### config.mk
export PLATFORM = sky130hd
export DESIGN_NAME = spi_reg_bank
export DESIGN_NICKNAME = d
export VERILOG_FILES = /design/src/rtl/spi_reg_bank.sv
export SDC_FILE = /design/constraint.sdc
export NUM_CORES = 1
export LEC_CHECK = 0
export ABC_AREA = 1
export CORE_MARGIN = 3
export CORE_UTILIZATION = 57
export DETAILED_ROUTE_END_ITERATION = 7
export PLACE_DENSITY = 0.86
export SYNTH_ARGS = -nofsm -noshare
export SYNTH_HDL_FRONTEND = slang
export SYNTH_SLANG_ARGS = --single-unit
### constraint.sdc
create_clock -name clk -period 6.3 [get_ports clk]
set_input_delay 1.26 -clock clk [delete_from_list [all_inputs] [get_ports clk]]
set_output_delay 1.26 -clock clk [all_outputs]
set_load 0.01 [all_outputs]
### src/rtl/spi_reg_bank.sv
`default_nettype none
// ============================================================================
// Module      : spi_reg_bank
// Description : Register bank behind an SPI slave byte interface. The first
//               byte of a frame is a command: bit 7 selects read (1) or
//               write (0), and bits [2:0] give the start address. The
//               following bytes are written to, or read from, consecutive
//               addresses. The address wraps from 7 to 0.
//               Address map: 0..5 are read/write registers, 6 is the live
//               status_in value (read-only), 7 is ID_VALUE (read-only).
// Ports       : clk, rst_n        - clock, async active-low reset
//               ssel              - SPI chip select, active-low
//               byteReceived      - one-clk strobe, receivedData valid
//               receivedData[7:0] - byte shifted in from MOSI
//               dataNeeded        - slave loading next TX byte (observed only)
//               dataToSend[7:0]   - next byte to shift out on MISO
//               status_in[7:0]    - live status, readable at address 6
//               regs_flat[47:0]   - registers 0..5, reg n at [8n+7:8n]
//               wr_pulse          - one-clk pulse after each accepted write
//               wr_addr[2:0]      - address of the last accepted write
// Revision    : 1.0 - initial release
// ============================================================================
module spi_reg_bank #(
   parameter logic [7:0]  ID_VALUE  = 8'hA5,
   parameter logic [47:0] RST_VALUE = 48'h0
) (
   input  logic        clk,
   input  logic        rst_n,
   input  logic        ssel,
   input  logic        byteReceived,
   input  logic [7:0]  receivedData,
   input  logic        dataNeeded,
   output logic [7:0]  dataToSend,
   input  logic [7:0]  status_in,
   output logic [47:0] regs_flat,
   output logic        wr_pulse,
   output logic [2:0]  wr_addr
);

   localparam logic [1:0] c_IDLE  = 2'd0;
   localparam logic [1:0] c_CMD   = 2'd1;
   localparam logic [1:0] c_WDATA = 2'd2;
   localparam logic [1:0] c_RDATA = 2'd3;
   localparam logic [2:0] c_LAST_RW = 3'd5;

   logic [1:0]  r_state;
   logic [1:0]  w_state_next;
   logic [2:0]  r_ptr;
   logic [2:0]  w_ptr_next;
   logic [7:0]  r_dts;
   logic [7:0]  w_dts_next;
   logic [47:0] r_regs;
   logic        r_wr_pulse;
   logic [2:0]  r_wr_addr;
   logic        w_wr_en;
   logic        w_unused;

   // dataNeeded carries no timing information this block needs: dataToSend
   // is already stable one clk after byteReceived.
   assign w_unused = dataNeeded;

   function automatic logic [7:0] read_mux(input logic [2:0]  addr,
                                           input logic [47:0] regs,
                                           input logic [7:0]  status);
      logic [7:0] v;
      case (addr)
         3'd6:    v = status;
         3'd7:    v = ID_VALUE;
         default: v = regs[{addr, 3'b000} +: 8];
      endcase
      return v;
   endfunction

   // ---------------- state register ----------------
   always_ff @(posedge clk or negedge rst_n) begin
      if (!rst_n) r_state <= c_IDLE;
      else        r_state <= w_state_next;
   end

   // ---------------- next-state logic ----------------
   // A deasserted chip select wins over everything, including a byte strobe
   // on the same clk, so an aborted frame never commits a partial byte.
   always_comb begin
      w_state_next = r_state;
      if (ssel) begin
         w_state_next = c_IDLE;
      end else begin
         case (r_state)
            c_IDLE:  w_state_next = c_CMD;
            c_CMD:   if (byteReceived)
                        w_state_next = receivedData[7] ? c_RDATA : c_WDATA;
            default: w_state_next = r_state;
         endcase
      end
   end

   // ---------------- output / datapath logic ----------------
   always_comb begin
      w_ptr_next = r_ptr;
      w_dts_next = r_dts;
      w_wr_en    = 1'b0;
      if (ssel) begin
         w_dts_next = 8'h00;
      end else begin
         case (r_state)
            c_IDLE: w_dts_next = 8'h00;
            c_CMD: begin
               if (byteReceived) begin
                  w_ptr_next = receivedData[2:0];
                  if (receivedData[7])
                     w_dts_next = read_mux(receivedData[2:0], r_regs, status_in);
               end
            end
            c_WDATA: begin
               if (byteReceived) begin
                  w_wr_en    = (r_ptr <= c_LAST_RW);
                  w_ptr_next = r_ptr + 3'd1;
               end
            end
            default: begin
               if (byteReceived) begin
                  w_ptr_next = r_ptr + 3'd1;
                  w_dts_next = read_mux(r_ptr + 3'd1, r_regs, status_in);
               end
            end
         endcase
      end
   end

   always_ff @(posedge clk or negedge rst_n) begin
      if (!rst_n) begin
         r_ptr      <= 3'd0;
         r_dts      <= 8'h00;
         r_regs     <= RST_VALUE;
         r_wr_pulse <= 1'b0;
         r_wr_addr  <= 3'd0;
      end else begin
         r_ptr      <= w_ptr_next;
         r_dts      <= w_dts_next;
         r_wr_pulse <= w_wr_en;
         if (w_wr_en) begin
            r_regs[{r_ptr, 3'b000} +: 8] <= receivedData;
            r_wr_addr                    <= r_ptr;
         end
      end
   end

   assign dataToSend = r_dts;
   assign regs_flat  = r_regs;
   assign wr_pulse   = r_wr_pulse;
   assign wr_addr    = r_wr_addr;

endmodule
`default_nettype wire

* Word-level counts from Yosys, hierarchy flattened *
Cells that the tools add are included.

cells by class
  add/sub/neg operators = 2
  magnitude comparators = 1
  eq/ne operators = 9
  shift operators = 4
  multiplexer cells = 18
  bitwise operators = 2
  reduce and logical (&&, ||, !) cells = 6

operator list
  kind                                                  number
  variable part select 48 x 7 -> 8 bit                  2
  bitwise mux 48 bit                                    1
  variable shift 8 x 8 -> 48 bit, first input constant  1
  variable part select 8 x 8 -> 48 bit                  1
  two-way mux 8 bit                                     4
  case mux 8 bit (2 select lines)                       2
  case mux 8 bit (3 select lines)                       1
  equality test 3 bit, second input constant            4
  negation 6 -> 8 bit                                   1
  two-way mux 3 bit                                     2
  != test 3 bit, second input constant                  2
  case mux 3 bit (2 select lines)                       1
  nonzero test 3 bit                                    2
  two-way mux 1 bit                                     4
  two-way mux 2 bit                                     2
  case mux 2 bit (2 select lines)                       1
  AND reduction 4 bit                                   1
  adder 3 x 1 -> 3 bit, second input constant           1
  <= comparator 3 bit, second input constant            1
  AND reduction 3 bit                                   1
  equality test 2 x 1 -> 1 bit, second input constant   1
  equality test 2 bit, second input constant            1
  logical NOT 2 bit                                     1
  != test 2 bit, second input constant                  1
  2 further kinds                                       3

word-level totals
  register bits = 65
  bits of input ports = 21
  output and inout port bits = 60
  logic and storage cells = 48

* Logic depth before layout (Yosys ltp) *
Gate-level depths: netlist of the first run.

  depth in word-level cells = 6
  mapped depth = 14
  mapped depth without buffers = 11

* Worst setup path before layout of the first run *
OpenSTA, ideal clock, no wires.

  kind = input-to-reg
  start point = in ssel
  end point = reg r_regs[31], in the netlist regs_flat[31]
  setup time = 0.118 ns
  arrival = 2.108 ns
  data required time = 6.182 ns
  path slack = 4.074 ns
  cell stages on the path = 9
  path buffers = 1
  cells stage by stage = inv_2 > nand3_4 > nor2_4 > o21ai_4 > inv_8 > nand3_4 > buf_6 > nand2_2 > o21ai_2

on the way
  cells in the longest elaborated chain, start to end = 1

RTL lines
  element                        line  source
  start, declared                29    input logic ssel,
  two-way mux 1 bit              102   if (ssel) begin
  via w_wr_en                    55    logic w_wr_en;
  end signal, assigned by index  142   r_regs[{r_ptr, 3'b000} +: 8] <= receivedData;
  end, declared                  52    logic [47:0] r_regs;

The timed path passes the listed nets, and every way through them passes these cells.
A chain may end at the register's enable or synchronous reset.

* Final worst setup path of the first run *
  start point = reg r_ptr[0]
  end point = reg r_regs[19], in the netlist regs_flat[19]

on the way
  cells in the longest elaborated chain, start to end = 4
  elaborated cells between the ends (all ways) = 8
  classes of those cells = add/sub: 1; order compare: 1; shift: 2; mux: 4

RTL lines
  element                                                      line  source
  start, declared                                              48    logic [2:0] r_ptr;
  start signal, assigned                                       138   r_ptr <= w_ptr_next;
  branches (longest 4 deep; another with negation 6 -> 8 bit)  -

Parallel ways; which one is timed is not known.

==> results of run 1 <==
-- how the worst max path moves through the flow --
stage	start	cells past startpoint	slack, ps	endpoint
6_report	r_ptr[0]	7	2860	regs_flat[19]
5_1_grt	r_ptr[0]	7	2550	regs_flat[22]
4_1_cts	r_ptr[0]	7	2920	regs_flat[19]
3_5_place_dp	receivedData[0]	13	2720	dataToSend[6]
3_3_place_gp	receivedData[0]	13	2700	dataToSend[3]
2_1_floorplan	ssel	9	4070	regs_flat[31]
-- flip-flops by register name, indices dropped and copies added, names as in the netlist --
signal / cells
dataToSend: 8
wr_addr: 3
regs_flat: 48
wr_pulse: 1
r_ptr: 3
r_state: 2
-- worst max-delay path, stage by stage, from the launching register on --
cell and delay, ps:
dfrtp_1 320, buf_4 400, inv_2 380, ha_1 1000, inv_2 370, nor3_2 590, nand2_1 140, o21ai_2 160
-- metal layers --
metal	routed length, µm	up-vias
met2	6640	247
met4	479	0
met5	0	-
li1	-	2149
met3	1180	39
met1	5750	2136
-- cells by family (layout without fill, tap and decap cells) --
group                    after synthesis  count (layout)  share of synthesized area [%]
buffers and inverters                 79             150                           8.83
flip-flops                            65              65                           36.9
AO/OA/AOI/OAI                         67              67                           10.1
adder cells (fa/ha/maj)                7               7                           1.99
AND/OR/NAND/NOR                      409             409                           42.2
-- through the flow --
stage	setup slack, ps	instance area (µm²)	instances	total power (µW)	hold WS, ps
2_1_floorplan	4070	4410	627	1030	515
6_report	2860	5400	797	1720	481
5_1_grt	2550	5400	797	1820	503
3_5_place_dp	2720	5150	781	1260	465
3_3_place_gp	2700	5150	781	1250	461
4_1_cts	2920	5400	797	1710	484
-- cells in the final DEF, fill, tap and decap left out, drive strengths merged, types with 2 or more instances in the layout --
cell type,count
nand4,10
o22ai,2
a21oi,7
clkdlybuf4s50,78
ha,7
dfrtp,65
nand2,280
buf,4
inv,52
clkbuf,11
o21ai,54
a31oi,4
nor4,8
nand3,73
nor3,5
bufinv,3
or2,2
nor2,30
-- report_power, final --
part           switching (µW)  leakage (µW)  internal, µW
sequential               51.4      0.000893           464
combinational             518       0.00157           241
clock                     172      0.000120           273
total                     741       0.00259           979
-- final cells by class --
type | instances | area, µm² | share of cell area [%]
clock buffer | 11 | 141 | 2.62
clock inverter | 5 | 103 | 1.90
inverter | 52 | 203 | 3.76
multi-input combinational | 483 | 2390 | 44.3
sequential | 65 | 1630 | 30.1
tap | 99 | 124 | 2.30
timing repair buffer | 82 | 808 | 15.0
==> qor.txt, run 1 <==
Outcome: completed
Top cells by count, synth: nand2_1 (267), nand3_1 (70), dfrtp_1 (65), inv_1 (46), nor2_1 (26)
Post-synth cell types: 34
Clk sinks: 65
CP Class: reg -> reg
Top Ports: 81
Slew Viols, Final: 0
Crit path max fanout: 42
Routed length per instance: 17.6 µm
Flop2flop setup slack: 2860 ps
P&R area growth vs syn: 22.5%
GPL Wtd Cong: 0.929
Worst VDD drop: 197 µV
Max cap viols: 0
Final Hold Viols: 0
Number of synthesis warnings: 0
Vias in the first global route: 4226
Initial Util: 59.8%
GR Util met2: 53.7%
Postcts setup bufs: 0
Ys async rst share: 100%
Diodes inserted: 0
Met3 GRT Util: 5.29%
Post-Route WL: 14000 µm
Die X: 93.9 µm
1st-pass router iterations: 5
Worst R2R End: regs_flat[19]
Layout cell share with drive strength beyond 1: 10.9%
PD cells: 319 nW/µm²
Slew HR: 40.0%
Setup Skew: 7.58 ps
Worst-skew pair later-pin latency: 350 ps
Post-route DRC violation count: 0
Drt initial violations: 448
H-tree depth: 3
Worst-Margin Slew: 900 ps
CTS tree: yes
All-Layer GR Usage: 33.0%
Remaining Overflow, GRT: 0
Worst Path Required: 6580 ps
Max Freq: 290 MHz
DIE AREA: 8820 µm²
First-pass GRT wire length: 22300 µm
Die Span Y: 93.9 µm
# setup viols final: 0
Port Buffers: 79
Largest net degree at the start of global routing: 66
Minimum clock period: 3440 ps
Initial antenna violation count: 0
CTS clk-pin slew, worst paths: 80 ps
Post-DRT Antenna Nets: 0
Setup crit start kind: flip-flop
Met1 Use GR: 44.3%
Bufs on Longest Clock Path: 2
CP Capture Type: flip-flop
FF-to-FF path depth: 7
Area leader, netlist: dfrtp_1
EDFF count, synth: 0
Worst Path Arrival: 3720 ps
Number of nets in the layout: 721
Synthesized cell area: 4410 µm²
CTS resizes: 0
Avg Inst Size Synth: 7.03 µm²
DR vias/cell: 5.74
# hold bufs at CTS: 0
Final core occ: 73.2%
Seq cells post-synth: 65
Core Footprint: 7370 µm²
Mapped Nets: 655
R2r startpoint: r_ptr[0]
Root buffer cell: clkbuf_8
Final TNS setup: 0 ps
Worst Hold End: dataToSend[0]
Rows: 31
Detailed-placement wirelength estimate: 10000 µm
TritonCTS Buffers: 9
Layout fillers: 614
RSZ-0062 raised after global routing: no
Largest cells by area after synthesis: dfrtp_1 (37%), nand2_1 (23%), nand3_1 (8.0%)
Cell with the most instances after synthesis: nand2_1
Most Used Layer, Global Route: met2
Min-delay worst type: reg -> reg
Fin crit share: 54.7%
Predominant post-synthesis flop cell: dfrtp_1
Hold_sp: dataToSend[0]
Cells after Synth: 627
Area share of the largest cell type after synthesis: 36.9%
Cell depth of the worst hold path: 2
Sequential area share after synthesis: 36.9%
Via count: 4571
P_leak: 0.00259 µW
(Power assumes the default switching activity.)
==> run 2, diff against run 1 <==
--- a/config.mk
+++ b/config.mk
@@ -7,9 +7,9 @@
 export LEC_CHECK = 0
 export ABC_AREA = 1
 export CORE_MARGIN = 3
-export CORE_UTILIZATION = 57
+export CORE_UTILIZATION = 53
 export DETAILED_ROUTE_END_ITERATION = 7
-export PLACE_DENSITY = 0.86
+export PLACE_DENSITY = 0.81
 export SYNTH_ARGS = -nofsm -noshare
 export SYNTH_HDL_FRONTEND = slang
 export SYNTH_SLANG_ARGS = --single-unit
==> constraint.sdc (replaced) <==
create_clock -name clk -period 3.4 [get_ports clk]
set_input_delay 0.68 -clock clk [delete_from_list [all_inputs] [get_ports clk]]
set_output_delay 0.68 -clock clk [all_outputs]
set_load 0.01 [all_outputs]
==> qor.txt, run 2 (synthesis results as in run 1) <==
GPL Wtd Cong: 0.988
Port Buffers: 79
Die X: 97.2 µm
All-Layer GR Usage: 29.1%
Layout fillers: 695
Postcts setup bufs: 0
Slew Viols, Final: 0
Rows: 32
Fin crit share: 71.7%
R2r startpoint: r_ptr[1]
P&R area growth vs syn: 22.8%
Max cap viols: 0
Crit path max fanout: 16
Min-delay worst type: in -> async
Worst VDD drop: 314 µV
DIE AREA: 9440 µm²
Clk sinks: 65
H-tree depth: 3
RSZ-0062 raised after global routing: no
Flop2flop setup slack: 960 ps
Post-route DRC violation count: 0
Remaining Overflow, GRT: 0
Setup Skew: 17.4 ps
Root buffer cell: clkbuf_8
Worst-skew pair later-pin latency: 360 ps
Minimum clock period: 2440 ps
Most common cell after layout, fill and taps aside: nand2_1
Vias in the first global route: 4287
Critical Path Start: r_ptr[1]
First-pass GRT wire length: 21700 µm
Outcome: completed
Area used by multi-input combinational logic: 2390 µm²
Worst-Margin Slew: 802 ps
Number of nets in the layout: 725
# hold bufs at CTS: 0
P_leak: 0.00259 µW
Most frequent cells in the layout: nand2_1 (267), clkdlybuf4s50_1 (78), nand3_1 (70)
# setup viols final: 0
Setup crit start kind: flip-flop
Final Hold Viols: 0
DP Area: 5200 µm²
CP Class: reg -> reg
Register area: 1630 µm²
CTS resizes: 0
Largest net degree at the start of global routing: 42
Post-Route WL: 13600 µm
Layout cell share with drive strength beyond 1: 11.5%
CP max-delay cell: dfrtp_1
Crit path largest cell delay: 490 ps
TritonCTS Buffers: 9
Post-DRT Antenna Nets: 0
1st-pass router iterations: 6
Final TNS setup: 0 ps
Detailed-placement wirelength estimate: 9870 µm
CP Capture Type: flip-flop
Slew HR: 46.5%
Flip-flop count of the largest register after layout: 48
CTS tree: yes
PD cells: 569 nW/µm²
Routed length per instance: 16.9 µm
Initial Util: 55.9%
Top Ports: 81
CTS clk-pin slew, worst paths: 80 ps
Bufs on Longest Clock Path: 2
Crit-path cells: inv_1, ha_1, ha_1, inv_1, nor2_1, nand3_4, nand2_1, o21ai_2
Worst Path Arrival: 2680 ps
Max Freq: 410 MHz
Design Area, Final: 5410 µm²
Via count: 4618
Diodes inserted: 0
Initial antenna violation count: 0
Drt initial violations: 708
DR vias/cell: 5.74
Die Span Y: 97.2 µm
Worst Path Required: 3650 ps
Core Footprint: 7890 µm²
## run 2: changes by cell type in the layout (fill, tap and decap cells not counted), sizes merged
cell / before / now
buf: 4 / 8
clkinvlp: 1 / 2
inv: 52 / 53
bufinv: 3 / 1
## run 2: where the power goes
part | switching, µW | internal [µW]
clock | 336 | 382
combinational | 946 | 458
sequential | 98.1 | 860
total | 1380 | 1700
## run 2: cell type report
type                    count  area share, %
repair buffers             86           15.7
inverters                  52           3.75
multi-input cells         483           44.2
flip-flops and latches     65           30.1
clock inverters             5           1.16
clock buffers              11           2.80
well taps                 102           2.36
## run 2: per-layer routing
layer,vias up,track usage [%],wire length (µm)
li1,2158,-,-
met5,-,0,0
met3,37,7.25,1400
met4,0,10.3,415
met2,282,47.5,6490
met1,2141,37.6,5310
## run 2: critical path, delay by kind of cell, from the launching register on
kind            cells  cell delay (ps)
buf+inv             2              340
simple gates        3              850
flops               1              490
fa+ha+maj           2              560
compound gates      1               80
## run 2: final timing paths
kind	endpoint	cells past startpoint
max in group asynchronous	regs_flat[15]	2
max reg2reg	regs_flat[25]	8
max	regs_flat[25]	8
min in group clk	dataToSend[6]	2
min reg2reg	dataToSend[6]	2
min	wr_addr[0]	1
## run 2: stage by stage
| stage | hold WS [ps] | setup WS [ps] | cells | total power, µW | util [%] |
|---|---|---|---|---|---|
| finish | 406 | 963 | 804 | 3080 | 68.6 |
| detailed placement | 465 | 843 | 788 | 2330 | 65.9 |
| global route | 454 | 860 | 804 | 3250 | 68.6 |
| floorplan | 384 | 1210 | 627 | 1920 | - |
| CTS | 409 | 1000 | 804 | 3050 | 68.6 |
| global placement | 461 | 874 | 788 | 2300 | 65.9 |
==> run 3, diff against run 2 <==
--- a/config.mk
+++ b/config.mk
@@ -7,9 +7,9 @@
 export LEC_CHECK = 0
 export ABC_AREA = 1
 export CORE_MARGIN = 3
-export CORE_UTILIZATION = 53
+export CORE_UTILIZATION = 48
 export DETAILED_ROUTE_END_ITERATION = 7
-export PLACE_DENSITY = 0.81
+export PLACE_DENSITY = 0.77
 export SYNTH_ARGS = -nofsm -noshare
 export SYNTH_HDL_FRONTEND = slang
 export SYNTH_SLANG_ARGS = --single-unit
==> constraint.sdc (replaced) <==
create_clock -name clk -period 1.99 [get_ports clk]
set_input_delay 0.398 -clock clk [delete_from_list [all_inputs] [get_ports clk]]
set_output_delay 0.398 -clock clk [all_outputs]
set_load 0.01 [all_outputs]
==> qor.txt, run 3 (synthesis results as in run 1) <==
Minimum clock period: 1860 ps
GPL Wtd Cong: 0.881
All-Layer GR Usage: 30.9%
RSZ-0062 raised after global routing: no
Slew HR: 69.4%
Bufs on Longest Clock Path: 2
PD cells: 1020 nW/µm²
Clk sinks: 65
# setup viols final: 0
Worst Path Arrival: 2100 ps
DR vias/cell: 5.53
P_leak: 0.00275 µW
Post-route DRC violation count: 0
Max Freq: 538 MHz
Core Footprint: 8810 µm²
Worst Hold Slack: 50.7 ps
Post-DRT Antenna Nets: 0
Max cap viols: 0
First-pass GRT wire length: 24200 µm
Remaining Overflow, GRT: 0
Port Buffers: 79
Setup Skew: 12.2 ps
Largest net degree at the start of global routing: 66
Final core occ: 65.1%
Most frequent cells in the layout: nand2_1 (265), clkdlybuf4s50_1 (78), nand3_1 (70)
Outcome: completed
Post-Route WL: 15500 µm
TritonCTS Buffers: 9
P&R area growth vs syn: 30.2%
CP Capture Type: flip-flop
Flip-flop count of the largest register after layout: 48
Worst Path Required: 2230 ps
DIE AREA: 10400 µm²
Worst-skew pair later-pin latency: 350 ps
Vias in the first global route: 4465
Crit path max fanout: 16
Layout cell share with drive strength beyond 1: 16.3%
Worst VDD drop: 667 µV
Root buffer cell: clkbuf_8
Setup ws final: 131 ps
CTS tree: yes
Diodes inserted: 0
Initial Util: 50.0%
CP Class: reg -> reg
Drt initial violations: 374
H-tree depth: 3
Fin crit share: 93.4%
CTS clk-pin slew, worst paths: 80 ps
Die Span Y: 102 µm
Setup crit start kind: flip-flop
Routed length per instance: 18.5 µm
Initial antenna violation count: 0
Worst-Margin Slew: 459 ps
# hold bufs at CTS: 0
Place WS: 1.36 ps
Number of nets in the layout: 755
Detailed-placement wirelength estimate: 11400 µm
Via count: 4641
Slew Viols, Final: 0
Min-delay worst type: in -> async
Top Ports: 81
Final TNS setup: 0 ps
Most common cell after layout, fill and taps aside: nand2_1
Die X: 102 µm
Rows: 34
Final Hold Viols: 0
1st-pass router iterations: 6
run 3: cell count changes in the layout (fill, tap and decap cells not counted), moves of 2 or more:
| cell | previous run | this run |
|---|---|---|
| ha_4 | 0 | 2 |
| clkbuf_8 | 11 | 9 |
| nand2_1 | 267 | 265 |
| nand2_2 | 9 | 11 |
| ha_1 | 7 | 4 |
| buf_4 | 6 | 33 |
run 3: final timing paths:
kind                               start       endpoint  slack [ps]  cells past startpoint
min in group clk           dataToSend[7]  dataToSend[7]         480                      2
hold reg to reg            dataToSend[7]  dataToSend[7]         480                      2
setup reg to reg                r_ptr[0]  regs_flat[26]         130                      9
max in group asynchronous          rst_n  regs_flat[35]        1630                      2
hold / removal                     rst_n     wr_addr[2]          50                      2
setup / recovery                r_ptr[0]  regs_flat[26]         130                      9
run 3: worst max-delay path, cell delays in order, from the launching register on:
cell	delay [ps]
dfrtp_2	450
inv_2	90
ha_4	180
ha_4	290
inv_2	80
nor2_4	250
nand3_4	110
buf_12	170
nand2_1	70
o21ai_2	50
run 3: final cells by class:
class	instances	area, µm²
Clock inverter	6	92.6
Clock buffer	10	128
Tap cell	108	135
Sequential cell	65	1630
Multi-Input combinational cell	485	2470
Timing Repair Buffer	114	1070
Inverter	52	208
Fill cell	797	3070
run 3: per-layer routing:
layer,share of wire [%],GRT usage [%],vias to the layer above,wire length [µm]
li1,-,-,2216,-
met1,43,41.8,2202,6740
met2,47,50.4,189,7370
met3,6.0,4.34,34,940
met4,3.2,11.2,0,500
met5,0,0,-,0
run 3: power by group:
group | total [µW] | internal (µW) | switching [µW]
clock | 1290 | 710 | 584
combinational | 2900 | 1050 | 1850
sequential | 1630 | 1470 | 159
total | 5820 | 3230 | 2600
run 3: repair_timing:
| item | CTS | global route |
|---|---|---|
| endpoints found under the setup margin | 0 | 28 |
| buffers inserted | 0 | 5 |
| gates resized for setup | 0 | 4 |
run 3: stage by stage:
stage          std cells  power [µW]  instance area (µm²)
2_1_floorplan        627        3460                 4480
3_3_place_gp         817        4330                 5430
3_5_place_dp         817        4390                 5430
4_1_cts              833        5700                 5650
5_1_grt              840        6160                 5730
6_report             840        5820                 5730
